`src/rtl/mem_port_arbiter.sv`:
```
// Two-port to one-port memory arbiter for the LC-3b pipeline; port B wins ties.
// Define ARB_JOINT_RESP_EN to serve simultaneous requests back to back with one joint response.
module mem_port_arbiter #(
   parameter int WIDTH = 16
) (
   input  logic             clk,
   input  logic             rst_n,
   input  logic             mem_read_a,
   input  logic [WIDTH-1:0] mem_address_a,
   output logic [WIDTH-1:0] mem_rdata_a,
   output logic             mem_resp_a,
   input  logic             mem_read_b,
   input  logic             mem_write_b,
   input  logic [1:0]       mem_wmask_b,
   input  logic [WIDTH-1:0] mem_address_b,
   input  logic [WIDTH-1:0] mem_wdata_b,
   output logic [WIDTH-1:0] mem_rdata_b,
   output logic             mem_resp_b,
   output logic             pmem_read,
   output logic             pmem_write,
   output logic [1:0]       pmem_wmask,
   output logic [WIDTH-1:0] pmem_address,
   output logic [WIDTH-1:0] pmem_wdata,
   input  logic [WIDTH-1:0] pmem_rdata,
   input  logic             pmem_resp
);

   typedef enum logic [1:0] {IDLE, SERVE_A, SERVE_B} state_t;

   state_t           state_q, state_d;
   logic [WIDTH-1:0] a_addr_q, a_addr_d;
   logic [WIDTH-1:0] b_addr_q, b_addr_d;
   logic [WIDTH-1:0] b_wdata_q, b_wdata_d;
   logic [1:0]       b_wmask_q, b_wmask_d;
   logic             b_write_q, b_write_d;
   logic [WIDTH-1:0] rdata_a_q, rdata_a_d;
   logic [WIDTH-1:0] rdata_b_q, rdata_b_d;
   logic             resp_a_q, resp_a_d;
   logic             resp_b_q, resp_b_d;
   logic             joint_q, joint_d;
   logic             elig_a, elig_b;

   // A port that is completing this cycle may still show its old request.
   assign elig_a = mem_read_a & ~resp_a_q;
   assign elig_b = (mem_read_b | mem_write_b) & ~resp_b_q;

   always_comb begin
      state_d   = state_q;
      a_addr_d  = a_addr_q;
      b_addr_d  = b_addr_q;
      b_wdata_d = b_wdata_q;
      b_wmask_d = b_wmask_q;
      b_write_d = b_write_q;
      rdata_a_d = rdata_a_q;
      rdata_b_d = rdata_b_q;
      resp_a_d  = 1'b0;
      resp_b_d  = 1'b0;
      joint_d   = joint_q;
      unique case (state_q)
         IDLE: begin
            joint_d = 1'b0;
            if (elig_b) begin
               b_addr_d  = mem_address_b;
               b_wdata_d = mem_wdata_b;
               b_wmask_d = mem_wmask_b;
               b_write_d = mem_write_b;
               state_d   = SERVE_B;
`ifdef ARB_JOINT_RESP_EN
               if (elig_a) begin
                  a_addr_d = mem_address_a;
                  joint_d  = 1'b1;
               end
`endif
            end else if (elig_a) begin
               a_addr_d = mem_address_a;
               state_d  = SERVE_A;
            end
         end
         SERVE_A: begin
            if (pmem_resp) begin
               rdata_a_d = pmem_rdata;
               resp_a_d  = 1'b1;
               resp_b_d  = joint_q;
               joint_d   = 1'b0;
               state_d   = IDLE;
            end
         end
         SERVE_B: begin
            if (pmem_resp) begin
               if (!b_write_q) rdata_b_d = pmem_rdata;
               // A joint pair holds B's response until A completes.
               if (joint_q) begin
                  state_d = SERVE_A;
               end else begin
                  resp_b_d = 1'b1;
                  state_d  = IDLE;
               end
            end
         end
         default: state_d = IDLE;
      endcase
   end

   always_ff @(posedge clk or negedge rst_n) begin
      if (!rst_n) begin
         state_q   <= IDLE;
         a_addr_q  <= '0;
         b_addr_q  <= '0;
         b_wdata_q <= '0;
         b_wmask_q <= '0;
         b_write_q <= 1'b0;
         rdata_a_q <= '0;
         rdata_b_q <= '0;
         resp_a_q  <= 1'b0;
         resp_b_q  <= 1'b0;
         joint_q   <= 1'b0;
      end else begin
         state_q   <= state_d;
         a_addr_q  <= a_addr_d;
         b_addr_q  <= b_addr_d;
         b_wdata_q <= b_wdata_d;
         b_wmask_q <= b_wmask_d;
         b_write_q <= b_write_d;
         rdata_a_q <= rdata_a_d;
         rdata_b_q <= rdata_b_d;
         resp_a_q  <= resp_a_d;
         resp_b_q  <= resp_b_d;
         joint_q   <= joint_d;
      end
   end

   assign mem_rdata_a = rdata_a_q;
   assign mem_rdata_b = rdata_b_q;
   assign mem_resp_a  = resp_a_q;
   assign mem_resp_b  = resp_b_q;

   assign pmem_read  = (state_q == SERVE_A) |
                       ((state_q == SERVE_B) & ~b_write_q);
   assign pmem_write = (state_q == SERVE_B) & b_write_q;

   always_comb begin
      pmem_address = '0;
      pmem_wdata   = '0;
      pmem_wmask   = 2'b00;
      if (state_q == SERVE_A) begin
         pmem_address = a_addr_q;
         pmem_wmask   = 2'b11;
      end else if (state_q == SERVE_B) begin
         pmem_address = b_addr_q;
         pmem_wdata   = b_wdata_q;
         pmem_wmask   = b_wmask_q;
      end
   end

endmodule

```
`config.mk`:
```
export PLATFORM = sky130hd
export DESIGN_NAME = mem_port_arbiter
export DESIGN_NICKNAME = d
export VERILOG_FILES = /design/src/rtl/mem_port_arbiter.sv
export SDC_FILE = /design/constraint.sdc
export NUM_CORES = 1
export LEC_CHECK = 0
export ABC_AREA = 1
export BUFFER_PORTS_ARGS = -buffer_cell sky130_fd_sc_hd__buf_4
export CELL_PAD_IN_SITES_DETAIL_PLACEMENT = 0
export CELL_PAD_IN_SITES_GLOBAL_PLACEMENT = 1
export CORE_MARGIN = 2
export CORE_UTILIZATION = 31
export DETAILED_ROUTE_END_ITERATION = 8
export GPL_TIMING_DRIVEN = 0
export PLACE_DENSITY_LB_ADDON = 0.1
export SYNTH_ARGS = -nofsm -noshare
export SYNTH_HDL_FRONTEND = slang
export SYNTH_SLANG_ARGS = --single-unit
export TNS_END_PERCENT = 1
```
`constraint.sdc`:
```
create_clock -name clk -period 1.2 [get_ports clk]
set_input_delay 0.06 -clock clk [delete_from_list [all_inputs] [get_ports clk]]
set_output_delay 0.06 -clock clk [all_outputs]
set_load 0.005 [all_outputs]
```
==> metrics.md, run 1 <==
| Metric | Value |
|---|---|
| Crit path max fanout | 5 |
| Starting density of the core | 0.317 |
| CTS tree | yes |
| Syn Std Cell Area | 0.00379 sq mm |
| Worst hold slack | -0.0801 ns |
| Final core area utilization | 0.532 |
| Outcome | finished with violations |
| Clk buf depth | 2 |
| Final hold vios | 61 |
| Layout Skew | 0.00539 ns |
| # port buffers | 141 |
| Slew @ Worst Pin | 1.13 ns |
| Drt total wl | 11100 um |
| Total track usage | 0.177 |
| Failing checks | hold timing, setup timing |
| Slowest CP cell | dfrtp_1 |
| Worst skew pair latency | 0.33 ns |
| Site row count | 40 |
| Critical path data arrival time | 1.43 ns |
| Leakage | 3.47 nW |
| Die X | 115 um |
| Routed length per instance | 13.1 um |
| Post-route insts no fill | 842 |
| Net count after synthesis | 538 |
| Yosys top cell by area | dfrtp_1 |
| CP Launch Type | flop |
| Overall power | 14.8 mW |
| Synth cell types | 17 |
| Critical Path Most Common Cell | buf_4 |
| H-tree depth | 3 |
| ANT cells | 0 |
| Layout area overhead | 68.1% |
| Root Driver | clkbuf_16 |
| Sink Count | 87 |
| # Max-Cap Violations | 0 |
| Synth top area cells | dfrtp_1 58%, nand2_1 20%, inv_1 5.7%, o21ai_0 5.0%, nand3_1 4.2% |
| Syn Area/Cell | 8.12 sq um |
| Max Slew Vio Count | 0 |
| Worst vdd ir | 1210 uV |
| Vias per cell | 4.36 |
| Initial antenna violation count | 0 |
| Min setup slack post-route | -0.286 ns |
| Largest net degree at the start of global routing | 88 |
| Kind of critical path | flop to primary output |
| Final antenna-violating net count | 0 |
| Die Span Y | 115 um |
| Pwr/cell area | 2330 mW/mm^2 |
| Ys Warns | 0 |
| Initial DRC Count | 156 |
| Worst slew margin | 0.245 |
| R2R Path End | mem_rdata_b[12]$_DFFE_PN0P_ |
| Drt pass-1 iters | 4 |
| DP HPWL | 7450 um |
| GR Overflow Total | 0 |
| Reg clk slew, reported paths | 0.06 ns |
| Final period util | 1.24 |
| Crit. End Element | primary output |
| DP Worst Slack | -0.201 ns |
| Synth Register Bits | 87 |
| Number of global-route vias before repair | 3637 |
| Finished Cell Area | 0.00637 sq mm |
| Critical Path Max Stage Delay | 0.40 ns |
| IO Count | 142 |
| Setup violators final | 108 |
| Post-Synthesis Cells | 466 |
| CTS buffer count | 9 |
| Dpl cell area | 0.00503 sq mm |
| Share of cells above drive strength 1 | 0.341 |
| Setup TNS Final | -14.54 ns |
| Final layout net count | 762 |
| Die ar. | 0.0131 sq mm |
| Worst path required time | 1.14 ns |
| Critical path, cell by cell | inv_2 -> nand2_4 -> buf_8 -> buf_4 -> nor2_1 -> buf_4 |
| Share of the yosys chip area belonging to registers | 0.575 |
| Fmax | 673 MHz |
| Gpl congestion | 0.770 |
| Length in cells of the worst reg-to-reg path | 8 |
| RSZ-0062 raised after global routing | true |
| FF-to-FF Start | state_q[0]$_DFFE_PN0P_ |
| First-pass GRT wire length | 18100 um |
| Core Box Area | 0.0120 sq mm |
| Setup slack, reg-to-reg | -0.21 ns |
| Synth top area share | 0.575 |
| Hold Crit Class | input port to async pin |
| Remaining DRCs | 0 |
| Placed cell count | 754 |
| Tmin final | 1.49 ns |
| Via Count | 3667 |
## synthesized netlist by cell type
cell and count:
buf_4 1, clkinv_1 1, nor2_4 2, nand3_1 32
buf_6 3, inv_1 57, buf_2 12, o21ai_0 38
inv_2 3, nand2_1 203, nand2_2 2, nand3_2 1
nor2_8 1, clkbuf_1 3, dfrtp_1 87, nor2_1 18
nand2_4 2
## final cells by class
type	count	area, sq um
clock inverter	3	15.0
multi-input combinational	299	1420
inverter	61	243
fill	1170	5600
clock buffer	13	280
sequential	87	2180
tap	147	184
timing repair buffer	213	1860
buffer	19	183
## worst max-delay path by stage
stage                            from  cells past startpoint  slack, ns                          end
2_1_floorplan  state_q[1]$_DFFE_PN0P_                      7       0.04     a_addr_q[10]$_DFFE_PN0P_
3_3_place_gp   state_q[1]$_DFFE_PN0P_                      6      -0.19   mem_rdata_a[7]$_DFFE_PN0P_
3_5_place_dp   state_q[1]$_DFFE_PN0P_                      6      -0.20  mem_rdata_a[11]$_DFFE_PN0P_
4_1_cts        state_q[0]$_DFFE_PN0P_                      5      -0.27               pmem_wdata[14]
5_1_grt        state_q[0]$_DFFE_PN0P_                      6      -0.34                pmem_wdata[9]
6_report       state_q[0]$_DFFE_PN0P_                      6      -0.29               pmem_wdata[15]
## where the power goes
part           internal (mW)  leakage [nW]  total [mW]  switching, mW
sequential              4.33          1.09        5.13          0.797
clock                   1.62         0.151        2.74           1.12
combinational           3.59          2.23        6.95           3.37
## critical path, delay by kind of cell, from the launching register on
family | cells | cell delay [ns]
buffers and inverters | 4 | 0.52
AND/OR/NAND/NOR | 2 | 0.18
flip-flops | 1 | 0.40
## cell usage in the layout (no fill, tap or decap)
cell type      netlist  routed
dlygate4sd3_1        0      59
inv_1               57      56
inv_8                0       1
buf_4                1     144
bufbuf_16            0       1
nand2_1            203     185
clkbuf_8             0       4
dfrtp_1             87      86
clkinv_2             0       4
o21ai_1              0       3
buf_6                3      18
nor2_8               1       1
nor2_4               2      11
nand3_1             32      32
o21ai_0             38      35
dfrtp_2              0       1
inv_6                0       1
nand2_8              0       1
clkbuf_4             0       2
buf_2               12       2
nand3_2              1       1
buf_16               0       1
nor2_2               0       7
clkbuf_16            0      10
nor2_1              18       2
inv_2                3       2
buf_8                0       4
nand2_4              2       4
nand2_2              2      17
## sequential cells by signal (all words and copies together) (netlist names)
name	flops
b_wdata_q	16
b_write_q	1
state_q	2
mem_resp_b	1
mem_rdata_a	16
a_addr_q	16
b_addr_q	16
mem_resp_a	1
mem_rdata_b	16
b_wmask_q	2
## metal layers
metal,vias up,wire length [um],track usage
met1,1691,4790,0.233
met5,-,0,0
met4,0,137,0.0634
met2,110,5470,0.290
met3,12,662,0.0371
li1,1854,-,-
## logic make-up after synthesis
family,after synthesis,share of synthesized area
buffers and inverters,80,0.0902
AOI/OAI and AO/OA,38,0.0502
DFF,87,0.575
and+or+nand+nor,261,0.285
## timing repair
item                                    in CTS  in global routing
resized for setup                           74                 25
hold endpoints to repair                    78                  0
cloned                                       2                  1
endpoints found under the setup margin     116                123
hold buffers                                59                  0
pin swaps                                    4                  5
buffers inserted                            10                  0
Power figures use the tool's default switching activity.
==> inputs of run 2 (changes only) <==
Settings changed: CORE_ASPECT_RATIO from default to 1.25.
==> run 2 against run 1 <==
The flow still finishes with violations (hold timing, setup timing). Worst setup slack improved by 0.0074 ns. Wire length fell by 1.4%. Worst hold slack gained 0.0013 ns. Global-route usage down 0.31 points. Die area about the same. Largest power group unchanged. Highest routed layer unchanged.
==> metrics.md, run 2 (same netlist as run 1, synthesis figures left out) <==
| Metric | Value |
|---|---|
| RSZ-0062 raised after global routing | true |
| # Max-Cap Violations | 0 |
| Tmin final | 1.48 ns |
| Vias per cell | 4.25 |
| CP Launch Type | flop |
| ANT cells | 0 |
| Die Span Y | 128 um |
| Clk network pwr share | 0.206 |
| Largest net degree at the start of global routing | 88 |
| Setup slack, reg-to-reg | -0.17 ns |
| Crit path max fanout | 5 |
| DP HPWL | 7560 um |
| Outcome | finished with violations |
| Drt total wl | 10900 um |
| Final period util | 1.23 |
| Core Box Area | 0.0120 sq mm |
| Number of global-route vias before repair | 3657 |
| Root Driver | clkbuf_16 |
| Site row count | 45 |
| Critical path data arrival time | 1.42 ns |
| Layout Skew | 0.00818 ns |
| Setup violators final | 108 |
| Setup TNS Final | -14.89 ns |
| Initial DRC Count | 81 |
| Fill cells | 1233 |
| Die X | 103 um |
| Slew @ Worst Pin | 1.12 ns |
| Die ar. | 0.0131 sq mm |
| Crit. End Element | primary output |
| Worst skew pair latency | 0.34 ns |
| Logic pwr share | 0.442 |
| Initial antenna violation count | 0 |
| Routed length per instance | 12.7 um |
| Sink Count | 87 |
| CTS buffer count | 9 |
| Power Internal | 9.43 mW |
| Sequential Power Share | 0.352 |
| Min setup slack post-route | -0.279 ns |
| # port buffers | 141 |
| Leakage | 3.43 nW |
| R2R Path End | mem_rdata_b[6]$_DFFE_PN0P_ |
| Final hold vios | 87 |
| Via Count | 3654 |
| Dpl cell area | 0.00505 sq mm |
| GR Overflow Total | 0 |
| First-pass GRT wire length | 17700 um |
| Most common cell after layout, fill and taps aside | nand2_1 |
| CTS tree | yes |
| Hold Crit Class | input port to async pin |
| Reg clk slew, reported paths | 0.07 ns |
| Worst vdd ir | 1020 uV |
| Fmax | 676 MHz |
| Final antenna-violating net count | 0 |
| Gpl congestion | 0.768 |
| Finished Cell Area | 0.00631 sq mm |
| Worst path required time | 1.14 ns |
| Length in cells of the worst reg-to-reg path | 8 |
| Layout area overhead | 66.7% |
| Worst hold slack | -0.0788 ns |
| Share of cells above drive strength 1 | 0.303 |
| Most frequent cells in the layout | 200 x nand2_1, 147 x buf_4, 86 x dfrtp_1 |
| Worst slew margin | 0.255 |
| Sw frac | 0.350 |
| Remaining DRCs | 0 |
| Failing checks | hold timing, setup timing |
| Total track usage | 0.174 |
| IO Count | 142 |
| Pwr/cell area | 2300 mW/mm^2 |
| H-tree depth | 3 |
| Drt pass-1 iters | 4 |
| Kind of critical path | flop to primary output |
| P_sw | 5.07 mW |
| Clk buf depth | 2 |
| Starting density of the core | 0.314 |
| Final layout net count | 763 |
| FF-to-FF Start | state_q[0]$_DFFE_PN0P_ |
| Max Slew Vio Count | 0 |
-- run 2: changes by cell type in the layout (fill, tap and decap cells not counted), moves of 3 or more --
cell	previous run	this run
buf_4	144	147
buf_6	18	9
clkbuf_8	4	0
clkinv_2	4	0
clkinvlp_4	0	3
dlygate4sd3_1	59	67
nand2_1	185	200
nand2_2	17	3
nor2_2	7	11
nor2_4	11	6
-- run 2: worst max path at each step --
stage                               endpoint  cells past startpoint  slack [ns]                   start
detailed placement            pmem_wdata[10]                      5       -0.21  state_q[1]$_DFFE_PN0P_
global route                   pmem_wdata[6]                      6       -0.35  state_q[0]$_DFFE_PN0P_
global placement            pmem_address[13]                      7       -0.20  state_q[0]$_DFFE_PN0P_
finish                        pmem_wdata[12]                      5       -0.28  state_q[0]$_DFFE_PN0P_
CTS                           pmem_wdata[12]                      5       -0.29  state_q[0]$_DFFE_PN0P_
floorplan           a_addr_q[10]$_DFFE_PN0P_                      7        0.04  state_q[1]$_DFFE_PN0P_
-- run 2: timing repair --
item                                    4_1_cts  5_1_grt
endpoints found under the setup margin      116      117
setup buffers                                 3        2
hold buffers                                 67        0
endpoints found under the hold margin       127        0
cloned                                        1        0
resized for setup                            55       10
pin swaps                                     4        1
-- run 2: routing by layer --
| metal | vias up | track usage | part of all wire | routed length, um |
|---|---|---|---|---|
| li1 | 1861 | - | - | - |
| met1 | 1694 | 0.218 | 0.43 | 4690 |
| met2 | 88 | 0.296 | 0.51 | 5520 |
| met3 | 11 | 0.0339 | 0.048 | 522 |
| met4 | 0 | 0.0650 | 0.016 | 177 |
| met5 | - | 0 | 0 | 0 |
-- run 2: power groups by stage --
stage	registers [mW]	clock network, mW	logic, mW
after detailed placement	5.11	0	5.46
after CTS	5.12	3.06	6.37
final	5.10	2.98	6.41
after global routing	5.30	3.20	7.22
after global placement	5.09	0	5.40
after floorplan	5.03	0	2.70
-- run 2: cell type report --
| cell class | instances | area [sq um] | area share |
|---|---|---|---|
| well taps | 164 | 205 | 0.0325 |
| clock buffers | 11 | 233 | 0.0369 |
| repair buffers | 214 | 1830 | 0.290 |
| clock inverters | 5 | 82.6 | 0.0131 |
| inverters | 61 | 244 | 0.0387 |
| plain buffers | 19 | 188 | 0.0297 |
| flip-flops and latches | 87 | 2180 | 0.345 |
| multi-input cells | 299 | 1350 | 0.214 |
-- run 2: worst max-delay path: stages, from the launching register on --
cell	delay, ns
dfrtp_1	0.39
inv_2	0.11
nand2_4	0.09
bufbuf_16	0.28
nor2_1	0.08
buf_4	0.12
-- run 2: through the flow --
stage	util	instances	setup WS (ns)	total power, mW
2_1_floorplan	-	466	0.0350	7.72
3_3_place_gp	0.419	771	-0.201	10.5
3_5_place_dp	0.419	771	-0.214	10.6
4_1_cts	0.518	858	-0.291	14.5
5_1_grt	0.524	860	-0.351	15.7
6_report	0.524	860	-0.279	14.5
==> inputs of run 3 (changes only) <==
Settings changed: HOLD_SLACK_MARGIN from default to 0.08, RECOVER_POWER from default to 25.
==> run 3 against run 2 <==
Final cell count grew 0.12%. Clock skew hardly changed. The run still ends with hold timing, setup timing left. Die area unchanged. Count of clock-buffer cells in the layout stayed put. Largest cell class unchanged. Sequential power barely moved. First-iteration DRC count fell by 9.9%. Global-route usage about the same. Critical endpoint unchanged.
==> metrics.md, run 3 (same netlist as run 1, synthesis figures left out) <==
| Metric | Value |
|---|---|
| Outcome | finished with violations |
| Failing checks | hold timing, setup timing |
| Worst path required time | 1.14 ns |
| Starting density of the core | 0.314 |
| Max Slew Vio Count | 0 |
| Worst hold slack | -0.0130 ns |
| Die Span Y | 128 um |
| IO Count | 142 |
| # Max-Cap Violations | 0 |
| P_sw | 5.08 mW |
| Gpl congestion | 0.768 |
| Worst vdd ir | 1020 uV |
| Crit. End Element | primary output |
| Root Driver | clkbuf_16 |
| Fill cells | 1232 |
| Hold Crit Class | input port to async pin |
| DP HPWL | 7560 um |
| GR Overflow Total | 0 |
| Power Internal | 9.43 mW |
| Most common cell after layout, fill and taps aside | nand2_1 |
| Tmin final | 1.48 ns |
| Die X | 103 um |
| Via Count | 3675 |
| Fmax | 677 MHz |
| Initial DRC Count | 73 |
| CTS tree | yes |
| Drt pass-1 iters | 4 |
| Clk buf depth | 2 |
| Reg clk slew, reported paths | 0.07 ns |
| Slew @ Worst Pin | 1.22 ns |
| Sw frac | 0.350 |
| Leakage | 3.44 nW |
| Site row count | 45 |
| Worst skew pair latency | 0.34 ns |
| Most frequent cells in the layout | 200 x nand2_1, 146 x buf_4, 86 x dfrtp_1 |
| Setup violators final | 108 |
| Min setup slack post-route | -0.278 ns |
| H-tree depth | 3 |
| Length in cells of the worst reg-to-reg path | 8 |
| Initial antenna violation count | 0 |
| Kind of critical path | flop to primary output |
| Routed length per instance | 12.7 um |
| Clk network pwr share | 0.206 |
| Final layout net count | 764 |
| Worst slew margin | 0.187 |
| Share of cells above drive strength 1 | 0.303 |
| Layout area overhead | 67.0% |
| Dpl cell area | 0.00505 sq mm |
| Number of global-route vias before repair | 3660 |
| Overall power | 14.5 mW |
| Finished Cell Area | 0.00632 sq mm |
| Core Box Area | 0.0120 sq mm |
| CTS Hold Bufs | 68 |
| Sink Count | 87 |
| RSZ-0062 raised after global routing | true |
| Drt total wl | 10900 um |
| # port buffers | 141 |
| CP Launch Type | flop |
| Final antenna-violating net count | 0 |
| Final period util | 1.23 |
| Sequential Power Share | 0.352 |
| Largest net degree at the start of global routing | 88 |
| Critical path data arrival time | 1.42 ns |
| Layout Skew | 0.00770 ns |
| Logic pwr share | 0.442 |
| First-pass GRT wire length | 17700 um |
| Final hold vios | 12 |
| Crit path max fanout | 5 |
| Vias per cell | 4.27 |
| Pwr/cell area | 2290 mW/mm^2 |
| Remaining DRCs | 0 |
| Total track usage | 0.174 |
| ANT cells | 0 |
| CTS buffer count | 9 |
| Die ar. | 0.0131 sq mm |
==> run 3: path summary, 6_finish.rpt <==
kind | from | to | slack [ns]
worst max register to register | state_q[0]$_DFFE_PN0P_ | mem_rdata_b[6]$_DFFE_PN0P_ | -0.17
min in group clk | mem_read_a | a_addr_q[5]$_DFFE_PN0P_ | 0.16
worst min-delay path | rst_n | b_wdata_q[4]$_DFFE_PN0P_ | -0.01
max in group asynchronous | rst_n | state_q[1]$_DFFE_PN0P_ | 0.40
worst max-delay path | state_q[0]$_DFFE_PN0P_ | pmem_wdata[12] | -0.28
worst min register to register | a_addr_q[3]$_DFFE_PN0P_ | a_addr_q[3]$_DFFE_PN0P_ | 0.47
==> run 3: layout make-up <==
class,instances,area [sq um],share of cell area
flip-flops and latches,87,2180,0.345
repair buffers,215,1840,0.291
multi-input cells,299,1350,0.214
inverters,61,244,0.0386
clock buffers,11,233,0.0368
well taps,164,205,0.0325
plain buffers,19,188,0.0297
clock inverters,5,82.6,0.0131
==> run 3: per-stage QoR <==
step / instances / TNS (ns) / setup WS [ns] / hold slack (ns) / util
detailed placement: 771 / -11.70 / -0.214 / 0.273 / 0.419
CTS: 859 / -14.67 / -0.291 / -0.00744 / 0.519
global placement: 771 / -11.00 / -0.201 / 0.269 / 0.419
global route: 861 / -26.06 / -0.351 / 0.114 / 0.525
floorplan: 466 / 0 / 0.0350 / -0.236 / -
finish: 861 / -15.20 / -0.278 / -0.0130 / 0.525
==> run 3: power groups by stage <==
stage / combinational [mW] / clock (mW) / sequential (mW)
2_1_floorplan: 2.70 / 0 / 5.03
3_3_place_gp: 5.40 / 0 / 5.09
3_5_place_dp: 5.46 / 0 / 5.11
4_1_cts: 6.37 / 3.06 / 5.12
5_1_grt: 7.22 / 3.20 / 5.30
6_report: 6.42 / 2.98 / 5.10
==> run 3: what timing repair did <==
action | in CTS | in global routing
pin swaps | 4 | 1
endpoints found under the setup margin | 116 | 117
buffers inserted | 3 | 2
gates resized for setup | 55 | 10
cloned | 1 | 0
endpoints found under the hold margin | 172 | 43
==> run 3: worst max-delay path, stage by stage (launching register included) <==
cell,delay [ns]
dfrtp_1,0.39
inv_2,0.11
nand2_4,0.09
bufbuf_16,0.28
nor2_1,0.08
buf_4,0.12
==> run 3: per-layer routing <==
metal / GRT usage / vias to the layer above / wire length, um
li1: - / 1865 / -
met1: 0.218 / 1703 / 4680
met2: 0.296 / 96 / 5520
met3: 0.0339 / 11 / 545
met4: 0.0650 / 0 / 179
met5: 0 / - / 0
